### src/rtl/mem_access_pkg.sv
// Shared pipeline bundle types for the execute -> mem_access -> writeback path.
package mem_access_pkg;

    typedef struct packed {
        logic       mem_read;
        logic       mem_write;
        logic [2:0] funct3;
    } ctrl_t;

    typedef struct packed {
        logic        valid;
        logic [4:0]  rd;
        ctrl_t       ctrl;
        logic [31:0] alu;
        logic [31:0] rs2;
        logic [31:0] mdr;
    } stage_regs;

endpackage

### src/rtl/mem_access.sv
// Memory-access pipeline stage: issues data-memory requests, stalls until dmem_resp, aligns loads.
// Optional feature macro: MEM_MISALIGN_CHECK_EN (suppress misaligned accesses, pulse misalign).
module mem_access
    import mem_access_pkg::*;
#(
    parameter int unsigned width = 32
) (
    input  logic             clk,
    input  logic             reset,
    input  stage_regs        in,
    output logic             stall,
    output logic             dmem_read,
    output logic             dmem_write,
    output logic [width-1:0] dmem_address,
    output logic [3:0]       dmem_byte_enable,
    output logic [width-1:0] dmem_wdata,
    input  logic [width-1:0] dmem_rdata,
    input  logic             dmem_resp,
`ifdef MEM_MISALIGN_CHECK_EN
    output logic             misalign,
`endif
    output stage_regs        regs
);

    typedef enum logic [0:0] {StIdle, StBusy} state_e;

    state_e           state_q, state_d;
    logic [1:0]       a;
    logic             mem_op;
    logic             is_load;
    logic [3:0]       store_be;
    logic [width-1:0] store_wdata;
    logic [width-1:0] rshift;
    logic [width-1:0] load_val;
    logic             issue;
    logic             done;
    stage_regs        regs_d;

    assign a       = in.alu[1:0];
    assign mem_op  = in.valid & (in.ctrl.mem_read | in.ctrl.mem_write);
    // Read wins when both strobes are set.
    assign is_load = in.ctrl.mem_read;
    assign rshift  = dmem_rdata >> {a, 3'b000};

    always_comb begin
        store_be    = 4'b0000;
        store_wdata = in.rs2;
        case (in.ctrl.funct3)
            3'b000: begin
                store_be    = 4'b0001 << a;
                store_wdata = in.rs2 << {a, 3'b000};
            end
            3'b001: begin
                store_be    = 4'b0011 << {a[1], 1'b0};
                store_wdata = in.rs2 << {a[1], 4'b0000};
            end
            3'b010: begin
                store_be    = 4'b1111;
                store_wdata = in.rs2;
            end
            default: store_be = 4'b0000;
        endcase
    end

    always_comb begin
        load_val = '0;
        case (in.ctrl.funct3)
            3'b000:  load_val = {{24{rshift[7]}}, rshift[7:0]};
            3'b001:  load_val = {{16{rshift[15]}}, rshift[15:0]};
            3'b010:  load_val = rshift;
            3'b100:  load_val = {24'b0, rshift[7:0]};
            3'b101:  load_val = {16'b0, rshift[15:0]};
            default: load_val = '0;
        endcase
    end

`ifdef MEM_MISALIGN_CHECK_EN
    logic misaligned;
    logic misalign_d;
    logic misalign_q;

    assign misaligned = ((in.ctrl.funct3[1:0] == 2'b01) & a[0]) |
                        ((in.ctrl.funct3[1:0] == 2'b10) & (a != 2'b00));
    assign misalign   = misalign_q;
`endif

    always_comb begin
        state_d    = state_q;
        stall      = 1'b0;
        issue      = 1'b0;
        done       = 1'b0;
        regs_d     = in;
        regs_d.mdr = '0;
`ifdef MEM_MISALIGN_CHECK_EN
        misalign_d = 1'b0;
`endif
        case (state_q)
            StIdle: begin
                if (mem_op) begin
                    regs_d.valid = 1'b0;
`ifdef MEM_MISALIGN_CHECK_EN
                    if (misaligned) begin
                        misalign_d = 1'b1;
                    end else begin
                        stall   = 1'b1;
                        issue   = 1'b1;
                        state_d = StBusy;
                    end
`else
                    stall   = 1'b1;
                    issue   = 1'b1;
                    state_d = StBusy;
`endif
                end
            end
            StBusy: begin
                if (dmem_resp) begin
                    done       = 1'b1;
                    state_d    = StIdle;
                    regs_d.mdr = is_load ? load_val : '0;
                end else begin
                    stall        = 1'b1;
                    regs_d.valid = 1'b0;
                end
            end
            default: state_d = StIdle;
        endcase
    end

    always_ff @(posedge clk or posedge reset) begin
        if (reset) begin
            state_q          <= StIdle;
            regs             <= '0;
            dmem_read        <= 1'b0;
            dmem_write       <= 1'b0;
            dmem_address     <= '0;
            dmem_byte_enable <= 4'b0000;
            dmem_wdata       <= '0;
        end else begin
            state_q <= state_d;
            regs    <= regs_d;
            if (issue) begin
                dmem_read        <= is_load;
                dmem_write       <= ~is_load;
                dmem_address     <= {in.alu[width-1:2], 2'b00};
                dmem_byte_enable <= is_load ? 4'b1111 : store_be;
                dmem_wdata       <= is_load ? '0 : store_wdata;
            end else if (done) begin
                dmem_read  <= 1'b0;
                dmem_write <= 1'b0;
            end
        end
    end

`ifdef MEM_MISALIGN_CHECK_EN
    always_ff @(posedge clk or posedge reset) begin
        if (reset) begin
            misalign_q <= 1'b0;
        end else begin
            misalign_q <= misalign_d;
        end
    end
`endif

endmodule
### config.mk
export PLATFORM = sky130hd
export DESIGN_NAME = mem_access
export DESIGN_NICKNAME = d
export VERILOG_FILES = /design/src/rtl/mem_access_pkg.sv /design/src/rtl/mem_access.sv
export SDC_FILE = /design/constraint.sdc
export NUM_CORES = 1
export LEC_CHECK = 0
export ABC_AREA = 1
export CAP_MARGIN = 20
export CORE_AREA = 2 2 128 130
export DETAILED_ROUTE_END_ITERATION = 12
export DIE_AREA = 0 0 130 132
export GPL_TIMING_DRIVEN = 0
export PLACE_DENSITY_LB_ADDON = 0.2
export SYNTH_ARGS = -nofsm -noshare
export SYNTH_HDL_FRONTEND = slang
export SYNTH_SLANG_ARGS = --single-unit
### constraint.sdc
create_clock -name clk -period 10.3 [get_ports clk]
set_input_delay 1.03 -clock clk [delete_from_list [all_inputs] [get_ports clk]]
set_output_delay 1.03 -clock clk [all_outputs]
set_load 0.02 [all_outputs]
Word-level counts from Yosys, hierarchy flattened. Index checks and enable logic that the tools add are counted.

Register bits: 176. Output and inout bits: 178.

Reductions and logical operators: 2. Eq/ne operators: 4. Shifts and indexed selects: 5. Multiplexer cells: 20. Bitwise logic cells: 4.

Operators with widths (number): $pmux W32 S5 (1); $mux W32 (4); $pmux W32 S2 (1); $shl A32 B5 Y32 (2); $shr A32 B5 Y32 (1); $pmux W4 S3 (1); $mux W1 (10); $eq A3 B3 Y1 const B (2); $mux W4 (1); $pmux W1 S2 (2); $shl A1 B2 Y4 const A (1); $shl A2 B2 Y4 const A (1); $eq A3 B1 Y1 const B (1); $eq A3 B2 Y1 const B (1); $logic_not A3 Y1 (1); $not A1 Y1 (2); $reduce_bool A2 Y1 (1); $and A1 B1 Y1 (1); $or A1 B1 Y1 (1).

Depth between registers and ports, before layout.
Depth after elaboration: 5. Mapped depth: 11.

Worst setup path after synthesis. Ideal clock, no wire load.

Path kind: input port to output port. From: input in[100] (netlist bit). To: output stall. Buffers on the path: 2. Required time: 9270 ps. Stages: 8. Setup slack: 7268 ps. Arrival time: 2002 ps. Path through: inv_2 > nand2_1 > nand2_1 > nor2_4 > inv_1 > buf_2 > buf_2 > o21ai_0.

Longest elaborated chain between the ends: 4.

RTL lines: start: declaration (line mem_access.sv:10) `input stage_regs in,`; $or A1 B1 Y1 (line mem_access.sv:40) `assign mem_op = in.valid & (in.ctrl.mem_read | in.ctrl.mem_write);`; $and A1 B1 Y1 (line mem_access.sv:40); $mux W1 (line mem_access.sv:99) `if (mem_op) begin`; $pmux W1 S2 (line mem_access.sv:97) `case (state_q)`; end: declaration (line mem_access.sv:11) `output logic stall,`.

Every way passes these cells.

Worst setup path after layout. Same ends and word-level chain as after synthesis.

==> impl_metrics.csv <==
group,metric,value,unit
min_path,whs_path_depth,2,
drt,ant_nets,0,
clocking,cts.repair.resized,0,
worst_setup_path,crit_path_start_kind,"input port",
global_routing,antenna_found_initial,0,
clocking,path_clk_slew,0.06,ns
clocking,cts_hold_buf,0,
yosys,synth_seq_cells,176,
die,initial_core_util,0.443,
sta,fin_hold_ws,0.472,ns
die,core_area,15700,um2
worst_setup_path,required,9.27,ns
worst_setup_path,slowest_stage,"clkdlybuf4s50_1",
drt,drc,0,
global_routing,gr-total-overflow,0,
worst_setup_path,end_kind,"primary output",
worst_setup_path,max_stage_delay,0.70,ns
power,peakVddDrop,112,uV
yosys,yosys.area.top_type_share,0.632,
drt,drt_iter0_markers,499,
worst_setup_path,reg2reg_to,"dmem_wdata[24]$_DFFE_PP0P_",
sta,finalClockSkew,0.00827,ns
worst_setup_path,path_cells,"clkdlybuf4s50_1, inv_2, nand2_1, nand2_1, nor2_4, inv_1, buf_2, buf_2, o21ai_0, clkdlybuf4s50_1",
finish,area_delta_synth_final,54.0,%
die,die-area,17200,um2
yosys,synth_area_leader_cell,"dfrtp_1",
min_path,min_to,"dmem_address[25]$_DFFE_PP0P_",
clocking,cts_buffers,17,
placement,dp_hpwl,15.8,mm
placement,gp_congestion,0.980,
sta,rsz0062_at_grt,"false",
global_routing,gr-usage-all-layers,0.256,
finish,final_nets,1197,
placement,placed_cell_area,10100,um2
die,die_h,132,um
placement,portBuffers,285,
sta,timing.setup.tns,0,ns
yosys,yosys-top-cells-area,"dfrtp_1, nand2_1, nand3_1",
yosys,postSynthCellCount,749,
finish,antennaDiodeCount,0,
die,io_pins,320,
min_path,min-delay-path-class,"reg2reg",
finish,final_common_cell,"nand2_1",
worst_setup_path,critical_path_arrival,3.34,ns
clocking,cts.htree.levels,4,
min_path,min-delay-start,"dmem_address[25]$_DFFE_PP0P_",
finish,mostFrequentLayoutCells,"nand2_1, clkdlybuf4s50_1, dfrtp_1",
sta,finalSetupViolations,0,
finish,fin_area,10700,um2
worst_setup_path,worstPathMaxFanout,10,
yosys,yosys_warnings,0,
yosys,syn_area,6970,um2
global_routing,grt_max_degree,97,
sta,slew_headroom,0.563,
drt,wirelength,21.4,mm
clocking,post_cts_buffers,0,
worst_setup_path,reg2reg_depth,8,
clocking,cts_sinks,176,
worst_setup_path,cp_top_family,"buffers and inverters",
power,p_per_area,176,nW/um2
worst_setup_path,reg2reg_setup_slack,8.63,ns
clocking,insertion_delay,0.43,ns
global_routing,grt_pass1_vias,6469,
clocking,cts-root-buf,"clkbuf_16",
sta,period_needed,4.37,ns
outcome,status,"finished clean",
worst_setup_path,timing_worst_setup_path_type,"in2out",
die,chipWidth,130,um
drt,wl_per_cell,16.7,um
sta,timing_worst_slew_pin_value,0.656,ns
sta,slew_violations,0,
drt,via_per_inst,4.97,
clocking,cts_buffer_depth,2,
flow_run,cap_viol_max_count,0,
finish,drive_above_1_share,0.0777,
finish,utilization,0.683,
drt,dr.pass1.iters,6,
worst_setup_path,crit_buf_inv,6,
sta,fmax,229,MHz
die,rows,46,
drt,vias,6376,
global_routing,grt_pass1_wl,33.9,mm
yosys,synth_cell_types,30,
clocking,cts_tree,"built",
worst_setup_path,rr_startpoint,"state_q$_DFF_PP0_",
power,p_leak,5.21,nW
sta,hold_violations,0,
yosys,ys_seq_area_frac,0.632,
yosys,syn_avg_cell_area,9.30,um2
sta,fin_crit_sh,0.424,
[cell usage after synthesis]
cell	number
inv_1	51
clkbuf_2	1
or2_0	5
a2bb2oi_1	2
a21boi_0	1
nand3_2	3
a22oi_1	7
nor2_4	1
inv_2	5
nor3_4	1
a21oi_1	25
o21ai_0	35
o21a_1	2
buf_2	16
buf_6	3
nand3_1	78
nor2_2	4
o211ai_1	7
conb_1	1
nand2_2	4
buf_4	7
nand4_1	1
or2_2	4
nand2_1	289
nand3b_1	1
dfrtp_1	176
a31oi_1	2
inv_4	1
nor2_1	3
clkbuf_1	13
[area by class of cell]
class | count | area, um2
fillers | 1254 | 4990
flip-flops and latches | 176 | 4400
repair buffers | 286 | 2880
multi-input cells | 477 | 2130
clock buffers | 18 | 429
well taps | 216 | 270
inverters | 57 | 224
plain buffers | 40 | 220
clock inverters | 14 | 169
[worst max-delay path by stage]
| stage | start | end | slack, ns | depth (start not counted) |
|---|---|---|---|---|
| finish | in[100] | stall | 5.93 | 10 |
| global route | in[100] | stall | 5.76 | 10 |
| CTS | in[100] | stall | 5.90 | 10 |
| detailed placement | in[100] | stall | 5.91 | 10 |
| global placement | reset | dmem_wdata[11]$_DFFE_PP0P_ | 2.32 | 2 |
| floorplan | reset | dmem_address[10]$_DFFE_PP0P_ | 4.50 | 1 |
[logic make-up after synthesis]
family                 after synthesis  share of synthesized area
AND/OR/NAND/NOR                    394                      0.239
flip-flops                         176                      0.632
buffers and inverters               97                     0.0627
AO/OA/AOI/OAI                       81                     0.0657
other                                1                   0.000538
[registers in the layout (all words and copies together), names as in the netlist]
signal and flops:
dmem_read 1, dmem_wdata 32, state_q 1, dmem_byte_enable 4, regs 107, dmem_write 1, dmem_address 30
[metal layers]
layer / part of all wire / global-route usage
met4: 0.028 / 0.0926
met5: 0 / 0
met2: 0.48 / 0.418
met3: 0.10 / 0.0767
met1: 0.39 / 0.322
[power by group]
part,internal (W),switching (W),leakage [nW]
Combinational,0.000203,0.000250,2.73
Clock,0.000346,0.000300,0.284
Sequential,0.000761,0.0000331,2.19
[stage by stage]
stage                     setup WS, ns  cells  total power, W
after floorplan                   4.50    750         0.00101
after global placement            2.32   1251         0.00125
after detailed placement          5.91   1252         0.00126
after CTS                         5.90   1284         0.00191
after global routing              5.76   1284         0.00198
final                             5.93   1284         0.00189
[tightest hold or removal path: stages (launching register included)]
cell	delay, ns
dfrtp_1	0.34
nand2_1	0.05
nand2_1	0.05
Note: power is estimated with default switching activity, not from simulation.
